--- config.mk ---
export PLATFORM = sky130hd
export DESIGN_NAME = pwm_capture
export DESIGN_NICKNAME = d
export VERILOG_FILES = /design/src/rtl/pwm_timer_pkg.sv /design/src/rtl/pwm_edge_sync.sv /design/src/rtl/pwm_capture.sv
export SDC_FILE = /design/constraint.sdc
export NUM_CORES = 1
export LEC_CHECK = 0
export ABC_AREA = 1
export CAP_MARGIN = 20
export CORE_MARGIN = 2
export CORE_UTILIZATION = 49
export CTS_CLUSTER_SIZE = 20
export DETAILED_ROUTE_END_ITERATION = 10
export PLACE_DENSITY = 0.75
export SLEW_MARGIN = 10
export SYNTH_ARGS = -nofsm -noshare
export SYNTH_HDL_FRONTEND = slang
export SYNTH_SLANG_ARGS = --single-unit
export TNS_END_PERCENT = 20
--- constraint.sdc ---
create_clock -name chosen_clk -period 1.6 [get_ports chosen_clk]
set_clock_uncertainty 0.05 [all_clocks]
set_input_delay 0.32 -clock chosen_clk [delete_from_list [all_inputs] [get_ports chosen_clk]]
set_output_delay 0.32 -clock chosen_clk [all_outputs]
set_load 0.1 [all_outputs]
--- src/rtl/pwm_timer_pkg.sv ---
// Shared types and constants for the PWM timer subsystem.
// Holds the capture FSM state encoding and counter limits.
package pwm_timer_pkg;

    localparam int unsigned CAP_WIDTH_DEF = 16;
    localparam int unsigned FILTER_LEN_DEF = 3;

    // Saturation value of a default-width measurement counter.
    localparam logic [CAP_WIDTH_DEF-1:0] CNT_MAX = {CAP_WIDTH_DEF{1'b1}};

    typedef enum logic [2:0] {
        IDLE = 3'd0,
        ARM  = 3'd1,
        HIGH = 3'd2,
        LOW  = 3'd3,
        DONE = 3'd4
    } cap_state_t;

endpackage

--- src/rtl/pwm_edge_sync.sv ---
// Synchronizes pwm_in, optionally deglitches it, and emits rise/fall pulses.
// Ports: chosen_clk, rst, pwm_in -> rise, fall. Filter: PWM_CAPTURE_FILTER_EN.
module pwm_edge_sync
    import pwm_timer_pkg::*;
#(
    parameter int unsigned FILTER_LEN = FILTER_LEN_DEF
) (
    input  logic chosen_clk,
    input  logic rst,
    input  logic pwm_in,
    output logic rise,
    output logic fall
);

    logic sync_1;
    logic sync_2;
    logic level;
    logic level_q;

    always_ff @(posedge chosen_clk) begin
        if (rst) begin
            sync_1 <= 1'b0;
            sync_2 <= 1'b0;
        end else begin
            sync_1 <= pwm_in;
            sync_2 <= sync_1;
        end
    end

`ifdef PWM_CAPTURE_FILTER_EN
    localparam int unsigned FW = $clog2(FILTER_LEN + 1);
    localparam logic [FW-1:0] FLAST = FW'(FILTER_LEN - 1);

    logic [FW-1:0] run_cnt;

    // Level follows the input only after FILTER_LEN consecutive
    // samples disagree with it; any agreeing sample restarts the run.
    always_ff @(posedge chosen_clk) begin
        if (rst) begin
            level   <= 1'b0;
            run_cnt <= '0;
        end else if (sync_2 == level) begin
            run_cnt <= '0;
        end else if (run_cnt == FLAST) begin
            level   <= sync_2;
            run_cnt <= '0;
        end else begin
            run_cnt <= run_cnt + 1'b1;
        end
    end
`else
    assign level = sync_2;

    // FILTER_LEN only shapes the filtered build.
    if (FILTER_LEN == 0) begin : g_no_filter
    end
`endif

    always_ff @(posedge chosen_clk) begin
        if (rst) begin
            level_q <= 1'b0;
            rise    <= 1'b0;
            fall    <= 1'b0;
        end else begin
            level_q <= level;
            rise    <= level & ~level_q;
            fall    <= ~level & level_q;
        end
    end

endmodule

--- src/rtl/pwm_capture.sv ---
// Measures period and high time of an external PWM input in chosen_clk cycles.
// Ports: pwm_in/cap_en/cont/irq_clr in; period_cap/duty_cap/cap_valid/ovf/irq/busy out.
// Optional input deglitch filter: define PWM_CAPTURE_FILTER_EN.
module pwm_capture
    import pwm_timer_pkg::*;
#(
    parameter int unsigned WIDTH      = CAP_WIDTH_DEF,
    parameter int unsigned FILTER_LEN = FILTER_LEN_DEF
) (
    input  logic             chosen_clk,
    input  logic             rst,
    input  logic             pwm_in,
    input  logic             cap_en,
    input  logic             cont,
    input  logic             irq_clr,
    output logic [WIDTH-1:0] period_cap,
    output logic [WIDTH-1:0] duty_cap,
    output logic             cap_valid,
    output logic             ovf,
    output logic             irq,
    output logic             busy
);

    localparam logic [WIDTH-1:0] CNT_TOP = {WIDTH{1'b1}};
    localparam logic [WIDTH-1:0] CNT_ONE = WIDTH'(1);

    logic rise;
    logic fall;

    cap_state_t state;
    cap_state_t state_d;

    logic [WIDTH-1:0] cnt;
    logic [WIDTH-1:0] cnt_d;
    logic [WIDTH-1:0] duty_lat;
    logic [WIDTH-1:0] duty_lat_d;
    logic [WIDTH-1:0] period_d;
    logic [WIDTH-1:0] duty_d;
    logic             cap_valid_d;
    logic             ovf_set;

    pwm_edge_sync #(
        .FILTER_LEN(FILTER_LEN)
    ) u_edge (
        .chosen_clk(chosen_clk),
        .rst       (rst),
        .pwm_in    (pwm_in),
        .rise      (rise),
        .fall      (fall)
    );

    always_ff @(posedge chosen_clk) begin
        if (rst) begin
            state      <= IDLE;
            cnt        <= '0;
            duty_lat   <= '0;
            period_cap <= '0;
            duty_cap   <= '0;
            cap_valid  <= 1'b0;
            ovf        <= 1'b0;
            irq        <= 1'b0;
        end else begin
            state      <= state_d;
            cnt        <= cnt_d;
            duty_lat   <= duty_lat_d;
            period_cap <= period_d;
            duty_cap   <= duty_d;
            cap_valid  <= cap_valid_d;
            // Set events win over a simultaneous clear.
            ovf        <= ovf_set | (ovf & ~irq_clr);
            irq        <= ovf_set | cap_valid_d | (irq & ~irq_clr);
        end
    end

    always_comb begin
        state_d     = state;
        cnt_d       = cnt;
        duty_lat_d  = duty_lat;
        period_d    = period_cap;
        duty_d      = duty_cap;
        cap_valid_d = 1'b0;
        ovf_set     = 1'b0;

        if (!cap_en) begin
            state_d = IDLE;
            cnt_d   = '0;
        end else begin
            case (state)
                IDLE: begin
                    cnt_d   = '0;
                    state_d = ARM;
                end
                ARM: begin
                    cnt_d = '0;
                    if (rise) begin
                        cnt_d   = CNT_ONE;
                        state_d = HIGH;
                    end
                end
                HIGH: begin
                    // Saturation is checked first so cnt never wraps.
                    if (cnt == CNT_TOP) begin
                        ovf_set = 1'b1;
                        cnt_d   = '0;
                        state_d = ARM;
                    end else if (fall) begin
                        duty_lat_d = cnt;
                        cnt_d      = cnt + 1'b1;
                        state_d    = LOW;
                    end else begin
                        cnt_d = cnt + 1'b1;
                    end
                end
                LOW: begin
                    if (cnt == CNT_TOP) begin
                        ovf_set = 1'b1;
                        cnt_d   = '0;
                        state_d = ARM;
                    end else if (rise) begin
                        period_d    = cnt;
                        duty_d      = duty_lat;
                        cap_valid_d = 1'b1;
                        cnt_d       = CNT_ONE;
                        state_d     = cont ? HIGH : DONE;
                    end else begin
                        cnt_d = cnt + 1'b1;
                    end
                end
                DONE: begin
                    cnt_d = '0;
                end
                default: begin
                    cnt_d   = '0;
                    state_d = IDLE;
                end
            endcase
        end
    end

    assign busy = (state == ARM) || (state == HIGH) || (state == LOW);

endmodule
# Word level (Yosys, flattened, before mapping)
# Cells that the tools add are included.
# Widths: inputs -> output; s select.
dict set report totals {
  ff_bits 75
  input_bits 6
  out_inout_bits 36
  wordCells 62
}
dict set report classes {
  add_sub_neg 1
  eq_ne 8
  mux 19
  bitwise_logic 13
  reduce_logical 8
}
# operator n
set ops {}
lappend ops {{$mux 16} 3}
lappend ops {{$pmux 16 s3} 1}
lappend ops {{$mux 3} 6}
lappend ops {{$add 16x1->16 const B} 1}
lappend ops {{$eq 16x16->1 const B} 1}
lappend ops {{$pmux 3 s5} 1}
lappend ops {{$reduce_and 4->1} 3}
lappend ops {{$mux 1} 8}
lappend ops {{$eq 3x2->1 const B} 2}
lappend ops {{$ne 3x2->1 const B} 2}
lappend ops {{$not 1->1} 6}
lappend ops {{$and 1x1->1} 4}
lappend ops {{$reduce_or 2->1} 2}
lappend ops {{$eq 3x1->1 const B} 1}
lappend ops {{$eq 3x3->1 const B} 1}
lappend ops {{$logic_not 3->1} 1}
lappend ops {{$or 1x1->1} 3}
lappend ops {{$logic_or 1x1->1} 2}
lappend ops {{$ne 2x1->1 const B} 1}

# Logic depth before layout (Yosys ltp)
# Gate-level depths: netlist of run 1.
dict set report depth {
  word_depth 6
  ltp_mapped 11
  depth_no_buf 10
}

# Cells and area by module
# From an unflattened synthesis of run 1, not the netlist that was laid out.
dict set report unflattened {
  cells_unflattened 388
  area_unflattened_um2 3181.8
}
# module n_inst cells_each area_each_um2 seq_area_each_um2
set modules_own_cells {}
lappend modules_own_cells {pwm_capture 1 373 3041.7 1401.3}
lappend modules_own_cells {pwm_edge_sync 1 15 140.1 100.1}

# Worst setup path after synthesis of run 1
# No wires, ideal clock.
dict set report synth_path {
  path_kind {reg-to-output}
  startpoint {register state[0]}
  endpoint {output busy}
  t_arrival_ps 1783
  t_required_ps 1230
  path_slack_ps -553
  stages_incl_launch_ff 5
  path_buffers 0
  cell_sequence {dfxtp_1 -> inv_1 -> nand2_1 -> inv_1 -> nor2_1}
}
dict set report synth_via {
  elab_chain_cells 3
  elab_cells_between_ends 5
  classes_between {eq/ne: 3; reduce/logical: 2}
}
# item line_no
set synth_rtl {}
lappend synth_rtl {{from (decl)} pwm_capture.sv:30} ;# cap_state_t state;
lappend synth_rtl {{from (signal assigned)} pwm_capture.sv:63} ;# state <= state_d;
lappend synth_rtl {{$eq 3x1->1 / $eq 3x2->1 (equally long branches)} pwm_capture.sv:140} ;# assign busy = (state == ARM) || (state == HIGH) || (state == LOW);
lappend synth_rtl {{$logic_or 1x1->1} pwm_capture.sv:140}
lappend synth_rtl {{$logic_or 1x1->1 (*)} pwm_capture.sv:140}
lappend synth_rtl {{to (decl)} pwm_capture.sv:21} ;# output logic busy
# Every way passes the cells marked *; elsewhere a longest branch is shown, timed or not.

# Worst setup path in the final report of run 1
dict set report layout_path {
  startpoint {register cnt[1]}
  endpoint {register cnt[2]}
}
dict set report layout_via {
  elab_chain_cells 4
  elab_cells_between_ends 6
  classes_between {add/sub: 1; eq/ne: 1; mux: 4}
}
# item line_no
set layout_rtl {}
lappend layout_rtl {{from (decl)} pwm_capture.sv:33} ;# logic [WIDTH-1:0] cnt;
lappend layout_rtl {{from (signal assigned)} pwm_capture.sv:64} ;# cnt <= cnt_d;
lappend layout_rtl {{$add 16x1->16} {pwm_capture.sv:108, pwm_capture.sv:111, pwm_capture.sv:126}}
lappend layout_rtl {{$mux 16} pwm_capture.sv:119} ;# end else if (rise) begin
lappend layout_rtl {{$mux 16} pwm_capture.sv:115} ;# if (cnt == CNT_TOP) begin
lappend layout_rtl {{$pmux 16 s3 (*)} pwm_capture.sv:88} ;# case (state)
# Marks and branches as above.
# A chain may end at the register's enable or synchronous reset.

==> reports/metrics.yaml, run 1 <==
outcome: "complete, but fails checks"
violations: "setup timing"
min_path_type: "flip-flop to flip-flop"
combPwrFrac_pct: 6.3
ant_nets: 0
drt_wl_total_um: 7709
grt_pass1_vias: 2590
synth.distinct_cells: 28
layout-drive-gt1-share_pct: 30.46
async_flop_share_pct: 0
synth_area_um2: 3128
finalCriticalPeriod_ns: 1.610
dieArea_um2: 7038
viasPerCell: 5.024
place.gp.congestion: 0.8707
area_growth_pct: 46.92
start_kind: "flip-flop"
peakVddDrop_mv: 0.6384
synthSimpleGateAreaFrac_pct: 22.72
nets: 502
ctsRootBufferMaster: "clkbuf_8"
grt_antenna_before_repair: 0
clockBufferDepth: 2
synthAdderAreaFrac_pct: 0.4000
grt_pass1_wl_um: 11500
internal_power_mw: 2.708
synth_compound_area_share_pct: 12.52
drtPass1Iterations: 5
synth-warning-count: 0
via_count: 2894
synthesis.nets: 426
ys_ff_latch: 75
gr-total-overflow: 0
grtUsageTotal_pct: 20.40
core_um2: 6277
setup_viol: 2
worst_pin_slew_ns: 0.4117
ys_top_cells_by_area: "dfxtp_1 (48%), inv_1 (8.8%), nor2_1 (8.6%), nand2_1 (7.8%), a21oi_1 (3.8%)"
slew_violations: 0
cp.required_ns: 1.79
slew_headroom_pct: 72.34
critical_path_class: "flip-flop to flip-flop"
power_mw: 3.547
fin_hold_ws_ns: 0.3613
crit_arrival_ns: 1.80
rows: 29
wl_per_cell_um: 13.38
power.density_nw_per_um2: 771.7
port_buffers: 41
drtIter0Drc: 159
path_clk_slew_ns: 0.07
synthFlopType: "dfxtp_1"
yosysMostFrequentCell: "dfxtp_1"
dp_hpwl_um: 4705
synth_mux_area_share_pct: 0
p_sw_mw: 0.8388
path_max_fanout: 8
synth_top_family_by_area: "simple AND/OR/NAND/NOR gates"
synth_top_area_share_pct: 48.00
power_frac_seq_pct: 53.1
htree_levels: 3
grt_max_degree: 50
synth_edf_count: 0
synth_commonest_cells: "dfxtp_1 (75), inv_1 (73), nor2_1 (72)"
synth-xor-area-share_pct: 3.360
critPathCaptureType: "flip-flop"
fmax_mhz: 621.2
ios: 42
p_leak_nw: 1.969
n_antenna_cell: 0
start_util_pct: 49.83
worstSkewPairLatency_ns: 0.35
netlist_instances: 419
max-cap-violations: 0
dieWidth_um: 83.90
pwr-share-clk_pct: 40.6
yosysTopAreaCell: "dfxtp_1"
drc_errors: 0
setup_ws_ns: -0.009902
fillers: 452
fp.dieH_um: 83.90
layout.cells.non_filler: 576
sw_frac_of_total_pct: 23.65
cts_sinks: 75
synth.yosys.seq_area_share_pct: 48.00
hold_violations: 0
rsz0062_at_grt: "true"
fin_crit_sh_pct: 100.6
dp.cells: 555
avgSynthCellArea_um2: 7.465
tritoncts: "done"
setup-tns-final_ns: -0.01703
cts_made_buffers: 9
[layer usage]
| metal | global-route usage [%] | vias up | part of all wire, % |
|---|---|---|---|
| met2 | 33.82 | 98 | 51 |
| met1 | 25.03 | 1345 | 41 |
| met3 | 5.242 | 19 | 5.3 |
| met4 | 8.798 | 0 | 2.5 |
| met5 | 0 | - | 0 |
| li1 | - | 1432 | - |
[flip-flops by register name, indices dropped and copies added, names as in the netlist]
| name | flops |
|---|---|
| u_edge.level_q | 1 |
| u_edge.fall | 1 |
| u_edge.rise | 1 |
| duty_lat | 16 |
| u_edge.level | 1 |
| u_edge.sync_1 | 1 |
| period_cap | 16 |
| state | 3 |
| ovf | 1 |
| cnt | 16 |
| cap_valid | 1 |
| duty_cap | 16 |
| irq | 1 |
[stage by stage]
| step | cell area [um^2] | setup slack, ns | utilization (%) |
|---|---|---|---|
| floorplan | 3136 | 0.03882 | - |
| global placement | 4194 | -0.09745 | 66.81 |
| detailed placement | 4194 | -0.08399 | 66.81 |
| CTS | 4397 | 0.01266 | 70.04 |
| global route | 4596 | -0.1074 | 73.21 |
| finish | 4596 | -0.009902 | 73.21 |
[path summary, 6_finish.rpt]
path,startpoint,to,slack (ns),cells past startpoint
hold / removal,u_edge.sync_1,u_edge.level,0.36,2
setup reg to reg,cnt[1],cnt[2],-0.01,9
hold reg to reg,u_edge.sync_1,u_edge.level,0.36,2
setup / recovery,cnt[1],cnt[2],-0.01,9
[critical path: stages, from the launching register on]
cell,delay (ns)
dfxtp_2,0.36
ha_4,0.17
nand3_2,0.10
nor2_2,0.12
nand2_2,0.11
nand3_1,0.12
o21ai_1,0.09
nand2_1,0.15
buf_6,0.17
nor2_1,0.05
[power by group through the flow]
stage               Combinational, mW  Sequential, mW  Clock (mW)
detailed placement              0.201            1.93           0
CTS                             0.202            1.88        1.45
global route                    0.243            1.88        1.53
global placement                0.197            1.93           0
finish                          0.223            1.88        1.44
floorplan                       0.123            1.93           0
[cells in the final DEF, fill, tap and decap left out, types with 5 or more instances in the layout]
| master | instances |
|---|---|
| a21oi_2 | 9 |
| dfxtp_1 | 70 |
| nor2_4 | 6 |
| nand3_1 | 6 |
| buf_4 | 33 |
| inv_1 | 72 |
| nor2_2 | 15 |
| buf_12 | 40 |
| clkbuf_8 | 10 |
| nand2_1 | 59 |
| a21oi_1 | 24 |
| nand3_2 | 5 |
| o21ai_0 | 18 |
| clkdlybuf4s50_1 | 5 |
| xor2_1 | 9 |
| o21ai_1 | 14 |
| nor2_1 | 58 |
| nand2_2 | 9 |
[layout make-up]
type,count,area (um^2),share of cell area (%)
clock buffers,10,137.6,2.995
clock inverters,5,53.80,1.171
inverters,76,285.3,6.207
repair buffers,82,1157,25.18
flip-flops and latches,75,1513,32.92
multi-input cells,251,1353,29.43
well taps,77,96.34,2.096
[cell families (layout without fill, tap and decap cells)]
kind of cell / after synthesis / count (layout)
and+or+nand+nor: 168 / 168
buffers and inverters: 93 / 173
DFF: 75 / 75
AOI/OAI and AO/OA: 70 / 70
xor gates and xnor gates: 12 / 12
adders and majority gates: 1 / 1
[repair_timing]
action,CTS,global route
cloned,0,2
setup endpoints to repair,17,69
hold endpoints to repair,0,0
resized for setup,5,48
setup buffers,0,4
hold buffers,0,0
pin swaps,0,13
Power figures use the tool's default switching activity.
==> run 2, diff against run 1 <==
--- a/config.mk
+++ b/config.mk
@@ -12,7 +12,6 @@
 export CTS_CLUSTER_SIZE = 20
 export DETAILED_ROUTE_END_ITERATION = 10
 export PLACE_DENSITY = 0.75
-export SLEW_MARGIN = 10
 export SYNTH_ARGS = -nofsm -noshare
 export SYNTH_HDL_FRONTEND = slang
 export SYNTH_SLANG_ARGS = --single-unit
==> results of run 2 <==
No change in the layout: final DEF, timing and power equal those of run 1.
